[src/rtl/div_ctrl_pkg.sv]
`default_nettype none
// +----------------------------------------------------------------------+
// | div_ctrl_pkg                                                         |
// | Shared widths, dout_tdata field bounds and FSM encoding for div_ctrl.|
// | Revision: 1.0                                                        |
// +----------------------------------------------------------------------+
package div_ctrl_pkg;

    localparam int DIV_W  = 32;
    localparam int DOUT_W = 2 * DIV_W;

    // dout_tdata layout: quotient in the upper half, remainder in the lower half
    localparam int QUO_HI = 63;
    localparam int QUO_LO = 32;
    localparam int REM_HI = 31;
    localparam int REM_LO = 0;

    localparam logic [2:0] S_IDLE  = 3'd0;
    localparam logic [2:0] S_ISSUE = 3'd1;
    localparam logic [2:0] S_WAIT  = 3'd2;
    localparam logic [2:0] S_DONE  = 3'd3;
    localparam logic [2:0] S_DRAIN = 3'd4;

endpackage
`default_nettype wire

[src/rtl/div_chan_issue.sv]
`default_nettype none
// +----------------------------------------------------------------------+
// | div_chan_issue                                                       |
// | Holds one AXI-stream tvalid until accepted and remembers completion. |
// | Revision: 1.0                                                        |
// +----------------------------------------------------------------------+
module div_chan_issue (
    input  logic clk,
    input  logic reset,
    input  logic i_start,
    input  logic i_tready,
    output logic o_tvalid,
    output logic o_done
);

    logic r_tvalid;
    logic r_done;

    always_ff @(posedge clk or posedge reset) begin
        if (reset) begin
            r_tvalid <= 1'b0;
            r_done   <= 1'b0;
        end else if (i_start) begin
            r_tvalid <= 1'b1;
            r_done   <= 1'b0;
        end else if (r_tvalid && i_tready) begin
            r_tvalid <= 1'b0;
            r_done   <= 1'b1;
        end
    end

    assign o_tvalid = r_tvalid;
    assign o_done   = r_done;

endmodule
`default_nettype wire

[src/rtl/div_ctrl.sv]
`default_nettype none
// +----------------------------------------------------------------------+
// | div_ctrl                                                             |
// | Feeds a signed or unsigned divider IP and returns its result.        |
// | Revision: 1.0                                                        |
// +----------------------------------------------------------------------+
module div_ctrl
    import div_ctrl_pkg::*;
(
    input  logic                clk,
    input  logic                reset,
    input  logic                req_valid,
    output logic                req_ready,
    input  logic                req_signed,
    input  logic [DIV_W-1:0]    req_dividend,
    input  logic [DIV_W-1:0]    req_divisor,
    input  logic                cancel,
    output logic                busy,
    output logic [DIV_W-1:0]    div_dividend,
    output logic [DIV_W-1:0]    div_divisor,
    output logic                divs_dividend_tvalid,
    output logic                divs_divisor_tvalid,
    output logic                divu_dividend_tvalid,
    output logic                divu_divisor_tvalid,
    input  logic                divs_dividend_tready,
    input  logic                divs_divisor_tready,
    input  logic                divu_dividend_tready,
    input  logic                divu_divisor_tready,
    input  logic                divs_dout_tvalid,
    input  logic [DOUT_W-1:0]   divs_dout_tdata,
    input  logic                divu_dout_tvalid,
    input  logic [DOUT_W-1:0]   divu_dout_tdata,
    output logic                res_valid,
    input  logic                res_ready,
    output logic [DIV_W-1:0]    res_quotient,
    output logic [DIV_W-1:0]    res_remainder
);

    logic [2:0]         r_state;
    logic               r_cancelled;
    logic               r_signed;
    logic [DIV_W-1:0]   r_dividend;
    logic [DIV_W-1:0]   r_divisor;
    logic [DIV_W-1:0]   r_quotient;
    logic [DIV_W-1:0]   r_remainder;

    logic               w_accept;
    logic               w_dvd_tvalid;
    logic               w_dvd_done;
    logic               w_dvd_tready;
    logic               w_dvs_tvalid;
    logic               w_dvs_done;
    logic               w_dvs_tready;
    logic               w_both_done;
    logic               w_dout_valid;
    logic [DOUT_W-1:0]  w_dout_data;

    assign req_ready = (r_state == S_IDLE) && !cancel;
    assign w_accept  = req_valid && req_ready;

    // Only the selected IP's handshakes and results are ever looked at
    assign w_dvd_tready = r_signed ? divs_dividend_tready : divu_dividend_tready;
    assign w_dvs_tready = r_signed ? divs_divisor_tready  : divu_divisor_tready;
    assign w_dout_valid = r_signed ? divs_dout_tvalid     : divu_dout_tvalid;
    assign w_dout_data  = r_signed ? divs_dout_tdata      : divu_dout_tdata;

    div_chan_issue u_dvd_chan (
        .clk      (clk),
        .reset    (reset),
        .i_start  (w_accept),
        .i_tready (w_dvd_tready),
        .o_tvalid (w_dvd_tvalid),
        .o_done   (w_dvd_done)
    );

    div_chan_issue u_dvs_chan (
        .clk      (clk),
        .reset    (reset),
        .i_start  (w_accept),
        .i_tready (w_dvs_tready),
        .o_tvalid (w_dvs_tvalid),
        .o_done   (w_dvs_done)
    );

    // A channel counts as complete in the same cycle its handshake fires
    assign w_both_done = (w_dvd_done || (w_dvd_tvalid && w_dvd_tready)) &&
                         (w_dvs_done || (w_dvs_tvalid && w_dvs_tready));

    always_ff @(posedge clk or posedge reset) begin
        if (reset) begin
            r_state     <= S_IDLE;
            r_cancelled <= 1'b0;
            r_signed    <= 1'b0;
            r_dividend  <= '0;
            r_divisor   <= '0;
            r_quotient  <= '0;
            r_remainder <= '0;
        end else begin
            case (r_state)
                S_IDLE: begin
                    if (w_accept) begin
                        r_state     <= S_ISSUE;
                        r_cancelled <= 1'b0;
                        r_signed    <= req_signed;
                        r_dividend  <= req_dividend;
                        r_divisor   <= req_divisor;
                    end
                end
                S_ISSUE: begin
                    if (cancel) begin
                        r_cancelled <= 1'b1;
                    end
                    if (w_both_done) begin
                        r_cancelled <= 1'b0;
                        r_state     <= (r_cancelled || cancel) ? S_DRAIN : S_WAIT;
                    end
                end
                S_WAIT: begin
                    if (w_dout_valid) begin
                        if (cancel) begin
                            r_state <= S_IDLE;
                        end else begin
                            r_quotient  <= w_dout_data[QUO_HI:QUO_LO];
                            r_remainder <= w_dout_data[REM_HI:REM_LO];
                            r_state     <= S_DONE;
                        end
                    end else if (cancel) begin
                        r_state <= S_DRAIN;
                    end
                end
                S_DONE: begin
                    if (cancel || res_ready) begin
                        r_state <= S_IDLE;
                    end
                end
                S_DRAIN: begin
                    if (w_dout_valid) begin
                        r_state <= S_IDLE;
                    end
                end
                default: r_state <= S_IDLE;
            endcase
        end
    end

    assign busy                 = (r_state != S_IDLE);
    assign res_valid            = (r_state == S_DONE);
    assign res_quotient         = r_quotient;
    assign res_remainder        = r_remainder;
    assign div_dividend         = r_dividend;
    assign div_divisor          = r_divisor;
    assign divs_dividend_tvalid = w_dvd_tvalid &&  r_signed;
    assign divs_divisor_tvalid  = w_dvs_tvalid &&  r_signed;
    assign divu_dividend_tvalid = w_dvd_tvalid && !r_signed;
    assign divu_divisor_tvalid  = w_dvs_tvalid && !r_signed;

endmodule
`default_nettype wire

[config.mk]
export PLATFORM = sky130hd
export DESIGN_NAME = div_ctrl
export DESIGN_NICKNAME = d
export VERILOG_FILES = /design/src/rtl/div_ctrl_pkg.sv /design/src/rtl/div_chan_issue.sv /design/src/rtl/div_ctrl.sv
export SDC_FILE = /design/constraint.sdc
export NUM_CORES = 1
export LEC_CHECK = 0
export CORE_AREA = 2 2 132 134
export DETAILED_ROUTE_END_ITERATION = 16
export DIE_AREA = 0 0 134 136
export PLACE_DENSITY = 0.83
export SYNTH_ARGS = -nofsm -noshare
export SYNTH_HDL_FRONTEND = slang
export SYNTH_HIERARCHICAL = 1
export SYNTH_SLANG_ARGS = --single-unit
[constraint.sdc]
create_clock -name clk -period 5.8 [get_ports clk]
set_input_delay 0.87 -clock clk [delete_from_list [all_inputs] [get_ports clk]]
set_output_delay 0.87 -clock clk [all_outputs]
set_load 0.02 [all_outputs]
After elaboration in Yosys (flattened, before gate mapping). Cells that the tools add are included. W data, S select, Z words.

Bitwise logic cells: 1. Mux-type cells: 25. Div/mod/pow operators: 0. Multiply operators: 0. Eq/ne operators: 10. Reduce and logical (&&, ||, !) cells: 24. Magnitude comparators: 0. Shift operators: 0. Add/sub/neg operators: 0.

Operators with widths (number): $mux W64 (1); $mux W3 (7); $pmux W3 S5 (1); $mux W1 (14); $logic_and A1 B1 Y1 (9); $eq A3 B2 Y1 const B (2); $ne A3 B3 Y1 const B (2); $reduce_and A3 Y1 (2); $reduce_bool A2 Y1 (3); $reduce_and A5 Y1 (1); $logic_or A1 B1 Y1 (4); $ne A2 B1 Y1 const B (2); $ne A2 B2 Y1 const B (2); $eq A3 B1 Y1 const B (1); $eq A3 B3 Y1 const B (1); $logic_not A3 Y1 (1); $reduce_bool A3 Y1 (1); $logic_not A1 Y1 (2); $mux W2 (1); $pmux W1 S2 (1); $reduce_and A2 Y1 (1); $not A1 Y1 (1).

Word-level logic and storage cells: 71. Memory bits (writable): 0. Flip-flop bits (word level): 137. Output and inout bits: 135. Bits of input ports: 204. Memories kept: 0. Bits in latches: 0. Bits in read-only memories: 0.

Longest topological paths before layout.
Word-level depth: 6. Gate-level depth with buffers: 8. Depth with buffers taken out: 5.

Cells and area by module. Netlist, hierarchy kept.

By module, submodules not included: div_ctrl (sequential area each 3328.2 um2, area an instance 5760.5 um2, cells each 599, times used 1); div_chan_issue (sequential area each 50.0 um2, area an instance 73.8 um2, cells each 7, times used 2).

Worst setup path after synthesis. No wires, ideal clock.

Kind: input-to-output. From: input port cancel. To: output port req_ready. Path buffers: 0. Slack: 3.681 ns. Required time: 4.930 ns. Data arrival time: 1.249 ns. Stages on the path: 1. Cell sequence: nor4_4.

Longest elaborated chain between the ends: 2.

Ends and longest elaborated chain: from (decl) (RTL line div_ctrl.sv:17) `input logic cancel,`; $logic_not A1 Y1 (RTL line div_ctrl.sv:58) `assign req_ready = (r_state == S_IDLE) && !cancel;`; $logic_and A1 B1 Y1 (RTL line div_ctrl.sv:58); to (decl) (RTL line div_ctrl.sv:13) `output logic req_ready,`.

Every way passes these cells.

Worst setup path in the final report.
From: register r_signed. To: output port divs_divisor_tvalid.

Longest elaborated chain between the ends: 1.

Ends and longest elaborated chain: from (decl) (RTL line div_ctrl.sv:41) `logic r_signed;`; from (signal assigned) (RTL line div_ctrl.sv:104) `r_signed <= req_signed;`; $logic_and A1 B1 Y1 (RTL line div_ctrl.sv:153) `assign divs_divisor_tvalid = w_dvs_tvalid && r_signed;`; to (decl) (RTL line div_ctrl.sv:22) `output logic divs_divisor_tvalid,`.

Every way passes these cells.

==> reports/results.txt <==
Vias per inst = 4.54
Worst min path class = reg -> reg
Post-Syn Nets = 817
Worst Hold Path EP = div_divisor[21]$_DFFE_PP0P_
Worst Hold Depth = 2
Register area = 3430 µm²
Total design power = 0.00475 W
Max-slew violation count = 0
DRC violations left = 0
CP delay by family, top = buffers and inverters
Post-DRT Antenna Nets = 0
Routed length per placed instance = 15.4 µm
Final Hold Viols = 0
Power density cells = 477 nW/µm²
Pleak = 4.53 nW
Postcts setup bufs = 0
Cts bufs inserted = 17
Clk pin slew, worst setup/hold paths = 0.06 ns
Max-cap viol count = 0
Die area = 18,200 µm²
H-tree levels = 4
Dpl hpwl = 13.4 mm
GR Util met3 = 8.43%
Overall Global Routing Usage = 19.6%
Total congestion overflow = 0
Critical Path RT = 4.93 ns
Clock latency on the worst-skew pair = 0.40 ns
Share of flip-flops with an asynchronous set or reset = 100%
Root buffer cell = clkbuf_16
Most frequent cells in the layout = clkdlybuf4s50_1 (338), nand2_1 (262), dfrtp_1 (136), mux2i_1 (65), o21ai_0 (46)
Filler Cell Count = 1,409
CTS tree = done
Drt pass-1 iters = 4
WP data arrival = 2.69 ns
Initial antenna violation count = 0
Crit Path Max Fanout = 41
#FFs+latches synth = 137
CP cell instances = buf_4 -> and2_1 -> clkdlybuf4s50_1
Worst R2R End = res_quotient[13]$_DFFE_PP0P_
Tightest Pin Transition = 1.14 ns
Most common cell after layout, fill and taps aside = clkdlybuf4s50_1
Core box area = 16,900 µm²
Multi-input logic area = 2240 µm²
Syn Area/Cell = 9.64 µm²
Bufs on Longest Clock Path = 2
Number of antenna diodes = 0
I/O Buffers = 338
CP max stage cell = dfrtp_4
Unrepaired setup endpoints after global routing = false
Distinct cell type count after synthesis = 35
Final period utilization = 61.3%
FMAX = 0.281 GHz
Headroom to the max-slew limit = 24.0%
Cells resized by post-CTS repair = 0
Synth Warn # = 6
Met2 Use GR = 33.3%
Syn-to-layout area delta = 68.8%
Setup-failing EPs final = 0
EDFF count, synth = 0
Post-Place Worst Slack = 2.34 ns
Die W = 134 µm
1st-iter DRT viols = 193
DRT Wirelength = 18.1 mm
Peak supply drop = 0.306 mV
CTS Sinks = 137
Die H = 136 µm
Largest net degree at the start of global routing = 97
Top_reg_cell synth = dfrtp_1
Initial cell density of the core = 35.0%
Total Nets Final = 1,139
Worst reg2reg path startpoint = r_signed$_DFFE_PP0P_
First-pass GRT wire length = 27.6 mm
Top Usage Layer GRT = met2
Site Rows = 48
CP peak stage delay = 0.80 ns
Reg2Reg Depth = 4
Crit path buf inv count = 2
Setup crit end kind = primary output
Seq/Total Area, Yosys = 58.0%
Clock Skews = 0.00865 ns
Hold_buf cts = 0
Setup WS post-layout = 2.24 ns
Total I/O pin count = 339
R2R Setup Slk = 2.93 ns
Vias = 5,330
Critical path depth = 3
Final core occ = 59.1%
Hold_sp = div_divisor[21]$_DFFE_PP0P_
Outcome = finished clean
CP Launch Type = flop
GPL Wtd Cong = 0.772
TNS Setup = 0 ns
Share of cells above drive strength 1 = 4.43%
Met1 Use GR = 22.2%
Crit path kind = reg -> out
Post-synth design cell area = 5910 µm²
Crit path time final = 3.56 ns
Vias in the first global route = 5,262
Post-synthesis instance total = 613
## how the worst max path moves through the flow
| stage | start | to | slack (ns) |
|---|---|---|---|
| floorplan | reset | div_dividend[0]$_DFFE_PP0P_ | 1.38 |
| global placement | cancel | div_divisor[14]$_DFFE_PP0P_ | 2.41 |
| detailed placement | cancel | div_dividend[4]$_DFFE_PP0P_ | 2.34 |
| CTS | r_signed$_DFFE_PP0P_ | divs_divisor_tvalid | 2.19 |
| global route | r_signed$_DFFE_PP0P_ | divs_divisor_tvalid | 2.14 |
| finish | r_signed$_DFFE_PP0P_ | divs_divisor_tvalid | 2.24 |
## cells by family (layout without fill, tap and decap cells)
family / after synthesis / after routing / synth area share [%]
buf+inv: 46 / 381 / 4.36
simple gates: 283 / 283 / 19.0
compound gates: 80 / 80 / 7.24
mux: 67 / 67 / 11.4
flops: 137 / 137 / 58.0
## cell type report
| class | instances | area share, % |
|---|---|---|
| multi-input combinational | 430 | 22.5 |
| inverter | 7 | 0.314 |
| clock inverter | 12 | 1.27 |
| clock buffer | 20 | 4.48 |
| timing repair buffer | 342 | 34.2 |
| tap | 225 | 2.82 |
| sequential | 137 | 34.4 |
## flip-flops by register name, indices dropped and copies added (netlist names)
register	count
u_dvd_chan/o_tvalid	1
r_signed	1
u_dvs_chan/o_done	1
r_cancelled	1
res_quotient	32
u_dvd_chan/o_done	1
u_dvs_chan/o_tvalid	1
div_dividend	32
r_state	3
div_divisor	32
res_remainder	32
## cells in the mapped netlist, types with 2 or more instances
cell type	instances	area, µm²
dfrtp_1	137	3430
and2_1	2	12.5
clkbuf_1	6	22.5
a21oi_1	6	30.0
mux2i_1	65	651
inv_1	6	22.5
buf_4	6	45.0
mux2_2	2	22.5
nor2b_1	2	12.5
o21ai_0	46	230
buf_6	5	56.3
nor2_1	6	22.5
nand2_1	263	987
buf_1	2	7.51
a21o_1	2	15.0
o21ai_1	20	100
clkbuf_2	3	15.0
buf_2	17	85.1
## stage by stage
step	hold slack [ns]	area (µm²)	cells
3_3_place_gp	0.457	9400	1141
3_5_place_dp	0.462	9400	1141
5_1_grt	0.491	9970	1173
4_1_cts	0.477	9970	1173
2_1_floorplan	0.463	5910	613
6_report	0.475	9970	1173
## power by group
| group | switching (W) | internal, W | leakage, nW |
|---|---|---|---|
| sequential | 0.000277 | 0.00133 | 1.79 |
| clock | 0.000398 | 0.000642 | 0.280 |
| combinational | 0.00108 | 0.00103 | 2.46 |
## layer usage
metal / wire length (µm) / vias to the layer above
met3: 1930 / 21
met1: 6930 / 2443
met5: 0 / -
li1: - / 2636
met2: 8860 / 230
met4: 381 / 0
## worst min-delay path, cell delays in order (launching register included)
cell and delay, ns:
dfrtp_1 0.34, nand2_1 0.05, nand2_1 0.05
Note: power is estimated with default switching activity, not from simulation.
